`src/rtl/four_port_write_arbiter_pkg.sv`:
```
// Shared types and sizing for the four-port write-arbitrated lookup table.
package four_port_pkg;

  localparam int NUM_PORTS  = 4;
  localparam int DEF_ADDR_W = 8;
  localparam int DEF_DATA_W = 8;

  typedef enum logic {ST_INIT, ST_RUN} state_t;

  typedef logic [1:0] port_idx_t;

endpackage

```
`src/rtl/four_port_write_arbiter_rr_arbiter4.sv`:
```
// Combinational 4-way round-robin pick: searches ptr+1, ptr+2, ... mod 4.
module rr_arbiter4
  import four_port_pkg::*;
(
  input  logic [NUM_PORTS-1:0] i_req,
  input  port_idx_t            i_ptr,
  output logic [NUM_PORTS-1:0] o_grant,
  output logic                 o_valid,
  output port_idx_t            o_idx
);

  port_idx_t w_cand;

  always_comb begin
    o_grant = '0;
    o_valid = 1'b0;
    o_idx   = i_ptr;
    w_cand  = i_ptr;
    // Offset 4 wraps back to the last winner, so it is considered last.
    for (int k = 1; k <= NUM_PORTS; k++) begin
      w_cand = port_idx_t'(i_ptr + port_idx_t'(k));
      if (!o_valid && i_req[w_cand]) begin
        o_valid         = 1'b1;
        o_idx           = w_cand;
        o_grant[w_cand] = 1'b1;
      end
    end
  end

endmodule

```
`src/rtl/four_port_write_arbiter.sv`:
```
// Shared lookup table with four combinational read ports and four
// round-robin arbitrated write ports; identity-initialised after reset.
module four_port_write_arbiter
  import four_port_pkg::*;
#(
  parameter int ADDR_W = DEF_ADDR_W,
  parameter int DATA_W = DEF_DATA_W
)
(
  input  logic              clk,
  input  logic              reset,
  output logic              Ready,
  input  logic [ADDR_W-1:0] AddressBus0,
  input  logic [ADDR_W-1:0] AddressBus1,
  input  logic [ADDR_W-1:0] AddressBus2,
  input  logic [ADDR_W-1:0] AddressBus3,
  output logic [DATA_W-1:0] DataBus0,
  output logic [DATA_W-1:0] DataBus1,
  output logic [DATA_W-1:0] DataBus2,
  output logic [DATA_W-1:0] DataBus3,
  input  logic              WriteReq0,
  input  logic              WriteReq1,
  input  logic              WriteReq2,
  input  logic              WriteReq3,
  input  logic [ADDR_W-1:0] WriteAddr0,
  input  logic [ADDR_W-1:0] WriteAddr1,
  input  logic [ADDR_W-1:0] WriteAddr2,
  input  logic [ADDR_W-1:0] WriteAddr3,
  input  logic [DATA_W-1:0] WriteData0,
  input  logic [DATA_W-1:0] WriteData1,
  input  logic [DATA_W-1:0] WriteData2,
  input  logic [DATA_W-1:0] WriteData3,
  output logic              WriteAck0,
  output logic              WriteAck1,
  output logic              WriteAck2,
  output logic              WriteAck3
);

  localparam int DEPTH = 1 << ADDR_W;

  logic [DATA_W-1:0]    r_mem [DEPTH];
  state_t               r_state;
  state_t               w_state_nxt;
  logic [ADDR_W-1:0]    r_init_cnt;
  logic                 r_ready;
  logic [NUM_PORTS-1:0] r_ack;
  port_idx_t            r_ptr;

  logic [NUM_PORTS-1:0] w_req;
  logic [NUM_PORTS-1:0] w_elig;
  logic [NUM_PORTS-1:0] w_grant;
  logic [NUM_PORTS-1:0] w_ack_nxt;
  logic                 w_gnt_vld;
  port_idx_t            w_gnt_idx;
  logic [ADDR_W-1:0]    w_waddr_arr [NUM_PORTS];
  logic [DATA_W-1:0]    w_wdata_arr [NUM_PORTS];
  logic                 w_we;
  logic [ADDR_W-1:0]    w_we_addr;
  logic [DATA_W-1:0]    w_we_data;
  logic                 w_init_last;

  assign w_req          = {WriteReq3, WriteReq2, WriteReq1, WriteReq0};
  assign w_waddr_arr[0] = WriteAddr0;
  assign w_waddr_arr[1] = WriteAddr1;
  assign w_waddr_arr[2] = WriteAddr2;
  assign w_waddr_arr[3] = WriteAddr3;
  assign w_wdata_arr[0] = WriteData0;
  assign w_wdata_arr[1] = WriteData1;
  assign w_wdata_arr[2] = WriteData2;
  assign w_wdata_arr[3] = WriteData3;

  // A port whose ack is high is still holding the request we just committed.
  assign w_elig = w_req & ~r_ack;

  rr_arbiter4 u_arb (
    .i_req   (w_elig),
    .i_ptr   (r_ptr),
    .o_grant (w_grant),
    .o_valid (w_gnt_vld),
    .o_idx   (w_gnt_idx)
  );

  assign w_init_last = (r_init_cnt == {ADDR_W{1'b1}});

  always_comb begin
    w_state_nxt = r_state;
    w_ack_nxt   = '0;
    w_we        = 1'b0;
    w_we_addr   = r_init_cnt;
    w_we_data   = DATA_W'(r_init_cnt);
    case (r_state)
      ST_INIT: begin
        w_we = 1'b1;
        if (w_init_last) w_state_nxt = ST_RUN;
      end
      ST_RUN: begin
        if (w_gnt_vld) begin
          w_we      = 1'b1;
          w_we_addr = w_waddr_arr[w_gnt_idx];
          w_we_data = w_wdata_arr[w_gnt_idx];
          w_ack_nxt = w_grant;
        end
      end
    endcase
  end

  always_ff @(posedge clk) begin
    if (!reset) begin
      r_state    <= ST_INIT;
      r_init_cnt <= '0;
      r_ready    <= 1'b0;
      r_ack      <= '0;
      r_ptr      <= 2'd3;
    end else begin
      r_state <= w_state_nxt;
      r_ack   <= w_ack_nxt;
      if (r_state == ST_INIT) begin
        r_init_cnt <= r_init_cnt + 1'b1;
        if (w_init_last) r_ready <= 1'b1;
      end
      if ((r_state == ST_RUN) && w_gnt_vld) r_ptr <= w_gnt_idx;
    end
  end

  always_ff @(posedge clk) begin
    if (reset && w_we) r_mem[w_we_addr] <= w_we_data;
  end

  assign Ready     = r_ready;
  assign WriteAck0 = r_ack[0];
  assign WriteAck1 = r_ack[1];
  assign WriteAck2 = r_ack[2];
  assign WriteAck3 = r_ack[3];

  assign DataBus0 = r_mem[AddressBus0];
  assign DataBus1 = r_mem[AddressBus1];
  assign DataBus2 = r_mem[AddressBus2];
  assign DataBus3 = r_mem[AddressBus3];

endmodule

```
`config.mk`:
```
export PLATFORM = sky130hd
export DESIGN_NAME = four_port_write_arbiter
export DESIGN_NICKNAME = d
export VERILOG_FILES = /design/src/rtl/four_port_write_arbiter_pkg.sv /design/src/rtl/four_port_write_arbiter_rr_arbiter4.sv /design/src/rtl/four_port_write_arbiter.sv
export SDC_FILE = /design/constraint.sdc
export NUM_CORES = 2
export LEC_CHECK = 0
export CORE_MARGIN = 5
export CORE_UTILIZATION = 45
export DETAILED_ROUTE_END_ITERATION = 7
export DONT_BUFFER_PORTS = 1
export PLACE_DENSITY = 0.57
export SYNTH_ARGS = -nofsm -noshare
export SYNTH_HDL_FRONTEND = slang
export SYNTH_SLANG_ARGS = --single-unit
```
`constraint.sdc`:
```
create_clock -name clk -period 11.96 [get_ports clk]
set_input_delay 2.392 -clock clk [delete_from_list [all_inputs] [get_ports clk]]
set_output_delay 2.392 -clock clk [all_outputs]
set_load 0.02 [all_outputs]
```
---- Word level (Yosys, flattened, before mapping) ----
Memories as Yosys holds them, arrays and structs flattened.
Index checks and enable logic that the tools add are counted.
word-level totals
  register bits after elaboration ......... 16
  memory bits (writable) .................. 2048
  bits of input ports ..................... 102
  output and inout bits ................... 37
  word-level logic and storage cells ...... 85
  memories kept ........................... 1
memory list
  name   depth  width  read ports  clocked after Yosys merged registers in  wr ports  line                           RTL
  r_mem  256    8      4           0                                        1         four_port_write_arbiter.sv:41  logic [DATA_W-1:0] r_mem [DEPTH];
cells by class
  add/sub/neg operators ................... 4
  magnitude comparators ................... 9
  equality and inequality tests ........... 1
  mux-type cells .......................... 44
  bitwise gates (word level) .............. 7
  reductions and logical operators ........ 14
operators with widths
  cell                                                                                 count
  8-bit 2-to-1 mux                                                                     8
  8-bit binary-select mux with 2-bit select                                            2
  1-bit 2-to-1 mux                                                                     17
  4-bit 2-to-1 mux                                                                     4
  2-bit by 3-bit less-than comparator with 1-bit output, second input constant         4
  4-bit bitwise OR                                                                     3
  1-bit logical AND                                                                    9
  8-bit by 1-bit adder with 8-bit output, second input constant                        1
  1-bit binary-select mux with 2-bit select                                            4
  1-bit demux with 2-bit select                                                        4
  8-bit equality test, second input constant                                           1
  2-bit by 1-bit greater-or-equal comparator with 1-bit output, second input constant  4
  2-bit 2-to-1 mux                                                                     4
  2-bit adder, second input constant                                                   2
  4-bit bitwise AND                                                                    1
  4-bit NOT                                                                            1
  3-bit greater-or-equal comparator, second input constant                             1
  1-bit logical NOT                                                                    3
  2-bit NOT with 3-bit output                                                          1
  3-bit AND reduction                                                                  1
  2-bit by 1-bit adder with 2-bit output, second input constant                        1
  1-bit one-hot mux with 2 select lines                                                1
  2-bit AND reduction                                                                  1
  1-bit NOT                                                                            1

---- Depth between registers and ports, before layout ----
  word-level depth ........................ 20
  mapped depth ............................ 17
  gate-level depth less buffers ........... 10

---- Hierarchy ----
From an unflattened synthesis, not the netlist that was laid out.
unflattened totals
  cells, all modules ...................... 8182
  area total of the unflattened synthesis .. 130448.9 um^2
modules (own cells, without submodules)
  module                   times used  cells an instance  area an instance (um^2)  seq. area each (um^2)
  four_port_write_arbiter  1           8108               129900.8                 61819.3
  rr_arbiter4              1           74                 548.0                    0.0

---- Least setup slack after synthesis ----
No wires, ideal clock.
  kind .................................... input-to-reg
  start ................................... input port WriteReq1
  end ..................................... memory r_mem[0][3] in the netlist's numbering, data pin
  library setup time ...................... 823 ps
  data arrival time ....................... 7181 ps
  required time ........................... 11137 ps
  slack ................................... 3957 ps
  stages .................................. 7
  path buffers ............................ 0
  cell sequence ........................... nor2b_1 -> mux4_2 -> a32oi_4 -> xnor2_4 -> mux4_2 -> nand2_1 -> nand2_1
between the ends
  word-level cells in the longest chain between the ends .. 19
  elaborated cells between the ends (all ways) .. 29
  classes of those cells .................. mux (21); bitwise (2); reduce/logical (6)
ends and longest elaborated chain
  what                                                 line                                       RTL
  from (decl)                                          four_port_write_arbiter.sv:22              input logic WriteReq1,
  4-bit bitwise AND (*)                                four_port_write_arbiter.sv:73              assign w_elig = w_req & ~r_ack;
  1-bit binary-select mux with 2-bit select            four_port_write_arbiter_rr_arbiter4.sv:22  if (!o_valid && i_req[w_cand]) begin
  1-bit 2-to-1 mux (implied by the code)               four_port_write_arbiter_rr_arbiter4.sv:22
  1-bit 2-to-1 mux                                     four_port_write_arbiter_rr_arbiter4.sv:22
  1-bit logical NOT                                    four_port_write_arbiter_rr_arbiter4.sv:22
  1-bit logical AND                                    four_port_write_arbiter_rr_arbiter4.sv:22
  1-bit 2-to-1 mux                                     four_port_write_arbiter_rr_arbiter4.sv:22
  1-bit logical NOT                                    four_port_write_arbiter_rr_arbiter4.sv:22
  [... 3 more ...]                                     n/a
  1-bit logical AND                                    four_port_write_arbiter_rr_arbiter4.sv:22
  2-bit 2-to-1 mux                                     four_port_write_arbiter_rr_arbiter4.sv:22
  2-bit NOT with 3-bit output (implied by the code)    four_port_write_arbiter.sv:100             w_we_data = w_wdata_arr[w_gnt_idx];
  8-bit binary-select mux with 2-bit select            four_port_write_arbiter.sv:100
  8-bit 2-to-1 mux (implied by the code) (2 in a row)  four_port_write_arbiter.sv:100
  8-bit 2-to-1 mux (*)                                 four_port_write_arbiter.sv:97              if (w_gnt_vld) begin
  8-bit 2-to-1 mux (*)                                 four_port_write_arbiter.sv:91              case (r_state)
  named net w_we_data[3]                               four_port_write_arbiter.sv:59              logic [DATA_W-1:0] w_we_data;
  to (decl)                                            four_port_write_arbiter.sv:41
The timed path passes the listed nets; every way through them passes the cells marked *. The select of a mux whose other input is x is not followed.

---- Worst setup path in the final report ----
  start ................................... input port AddressBus0[0]
  end ..................................... output port DataBus0[1]
between the ends
  word-level cells in the longest chain between the ends .. 1
ends and longest elaborated chain
  what                     line                           RTL
  from (decl)              four_port_write_arbiter.sv:13  input logic [ADDR_W-1:0] AddressBus0,
  memory read 256 x 8 bit  n/a
  to (decl)                four_port_write_arbiter.sv:17  output logic [DATA_W-1:0] DataBus0,
Every way passes these cells.

==> results.md <==
* Prevailing post-synth register cell: edfxtp_1
* First-pass GRT wire length at 652,200 microns
* Max clock buf depth at 4
* CTS H-tree lvls at 4
* Setup crit end kind: output pin
* FF+latch count, synth at 2,064
* Root Buffer: clkbuf_16
* Clock Skew at 0.06275 ns
* Nets@finish at 5,998
* Count leader, synth: mux4_2
* Total number of vias at 77.54k
* Initial Utilization at 45.10%
* Post-DP HPWL at 264,900 microns
* Synth area leaders: edfxtp_1 (48%), mux4_2 (47%), clkbuf_1 (1.2%), buf_1 (0.67%), nor2_1 (0.67%)
* TritonCTS clock tree: done
* Routed WL per cell at 48.46 microns
* RSZ-0062 raised after global routing: false
* Routed vias/inst at 7.858
* Count of cell types in the netlist at 60
* Outcome: finished, violations left
* First-pass DRT Iterations at 7
* PwrDens at 126.5 nW/um^2
* Die X at around 540 microns
* Routed WL at 478,200 microns
* Hold Violations, Final at 0
* Reg clk slew, reported paths at 0.06 ns
* Final worst path period need at 10.59 ns
* Layout area overhead at 10.27%
* Insertion delay to the later sink of the worst-skew pair at 0.95 ns
* Critical path startpoint category: primary input
* Synthesis Warnings at 0
* FILL cells at 22.43k
* CP required at about 9.6 ns
* EDFF count, synth at 2,048
* Mapped Nets at roughly 6k
* DRC viols at 0
* Cell Rows at around 200
* Post-synthesis sequential area ratio at 48.14%
* Die H at 544.2 microns
* I/O pin count at 139
* # clock sinks at 2,064
* Fin Setup TNS at 0 ns
* Post-synth ARST share at 0%
* CP Max Fanout at 133
* Post-synth top area cell: edfxtp_1
* Arr. time, crit path at 8.20 ns
* Leakage at 42.83 nW
* Syn Area/Cell at about 21 sq um
* Syn Std Cell Area at 128,400 sq um
* Resized cells post-CTS at 0
* Post-Syn Instances at roughly 6.1k
* GRT Util Overall at around a third
* Core ar. at 284,700 sq um
* Die Area at 296,200 sq um
* Initial drt markers at between 10k and 15k
* Postcts setup bufs at 0
* Max-slew violation count at 864
* Final weighted congestion in routability-driven placement at 0.9367
* Max Clock Freq at 94.40 MHz
* Hold crit path type: reg2reg
* # setup viols final at 0
* Initial antenna violation count at 36
* Largest net degree at the start of global routing at 513
* VDD IR max at 118.0 uV
* Post-route insts no fill at ~9.9k
* Yosys top cell area share at 47.89%
* Hold Buf Count CTS at 0
* Relative slew slack at -46.01%
* Max Cap Violations at 0
* Slew @ Worst Pin at 2.190 ns
* Global route overflow at 0
* CTS Buf Count at 240
* Failing checks: slew limit
* Share of cells above drive strength 1 at 56.42%
* Post-route clock period utilization at 88.57%
* Routed Antenna Nets at 0
* Setup Crit Path Kind: in2out
* Port buffer count at 0
* Most instantiated cells after synthesis: mux4_2 (2,697), edfxtp_1 (2,048), clkbuf_1 (409), buf_1 (230), nor2_1 (229)
* Number of global-route vias before repair at 75.65k
* Placed Instances at 9,387
-- registers in the layout (all words and copies together), names as in the netlist --
| name | cells |
|---|---|
| Ready | 1 |
| r_ptr | 2 |
| r_ack | 4 |
| r_state | 1 |
| r_init_cnt | 8 |
| r_mem | 2048 |
-- layout make-up --
class	count	area (sq um)	share of cell area, %
multi-input cells	3316	64360	45.45
flip-flops and latches	2064	61820	43.65
clock buffers	272	6188	4.370
well taps	3762	4707	3.324
repair buffers	262	2405	1.698
clock inverters	173	2082	1.470
diodes	15	37.54	0.02651
inverters	3	11.26	0.007952
-- cells by family after synthesis --
logic type	count (synthesis)	share of synthesized area, %
simple gates	463	1.579
fa+ha+maj	9	0.08769
mux	2706	47.37
xor+xnor	6	0.05555
buf+inv	672	2.003
flops	2064	48.14
compound gates	132	0.7629
-- per-layer routing --
metal | up-vias | part of all wire, % | track usage (%) | wire length [microns]
li1 | 28065 | - | - | -
met1 | 42653 | 35 | 42.81 | 169500
met2 | 5651 | 46 | 48.69 | 221100
met3 | 1159 | 12 | 9.472 | 58180
met4 | 10 | 6.1 | 16.06 | 29280
met5 | - | 0.014 | 0 | 69
-- through the flow --
step | cell area [sq um] | hold slack [ns] | worst slack, ns | total power [mW] | util [%]
floorplan | 128400 | 0.4663 | 3.957 | 9.632 | -
global placement | 132800 | 0.5052 | 3.753 | 9.839 | 46.63
detailed placement | 132800 | 0.5076 | 3.742 | 9.837 | 46.63
CTS | 141000 | 0.5155 | 3.691 | 17.62 | 49.53
global route | 141600 | 0.5470 | 1.234 | 18.31 | 49.73
finish | 141600 | 0.5163 | 1.367 | 17.91 | 49.74
-- placed cells by master, fill, tap and decap left out, types with 22 or more instances in the layout --
master and count:
nor3_2 32, nor2_1 188, bufinv_16 44, clkinvlp_4 25, a21oi_1 23, nor2_2 41, a22oi_1 65, clkbuf_1 28
mux4_2 2697, buf_4 239, nand4_1 22, nand2_1 94, clkinv_2 58, clkbuf_16 242, edfxtp_1 2048, clkinv_1 30
-- worst paths after layout --
kind	startpoint	to	slack, ns	cells past startpoint
min	r_init_cnt[7]	r_init_cnt[7]	0.52	2
max reg2reg	r_ptr[0]	r_mem[199][5]	4.84	11
min reg2reg	r_init_cnt[7]	r_init_cnt[7]	0.52	2
max	AddressBus0[0]	DataBus0[1]	1.37	8
-- worst max-delay path: stages --
cell	delay, ns
buf_16	0.58
buf_16	0.69
buf_16	0.85
mux4_2	0.61
mux4_2	0.52
mux4_2	0.59
a22oi_1	0.82
nand2_1	0.45
-- power breakdown --
| group | internal, mW | switching, mW | leakage [nW] |
|---|---|---|---|
| logic | 1.06 | 1.09 | 19.8 |
| clock network | 4.66 | 3.19 | 4.01 |
| registers | 7.91 | 0.00572 | 19.1 |
No activity file was read; power rests on OpenSTA's default activity.
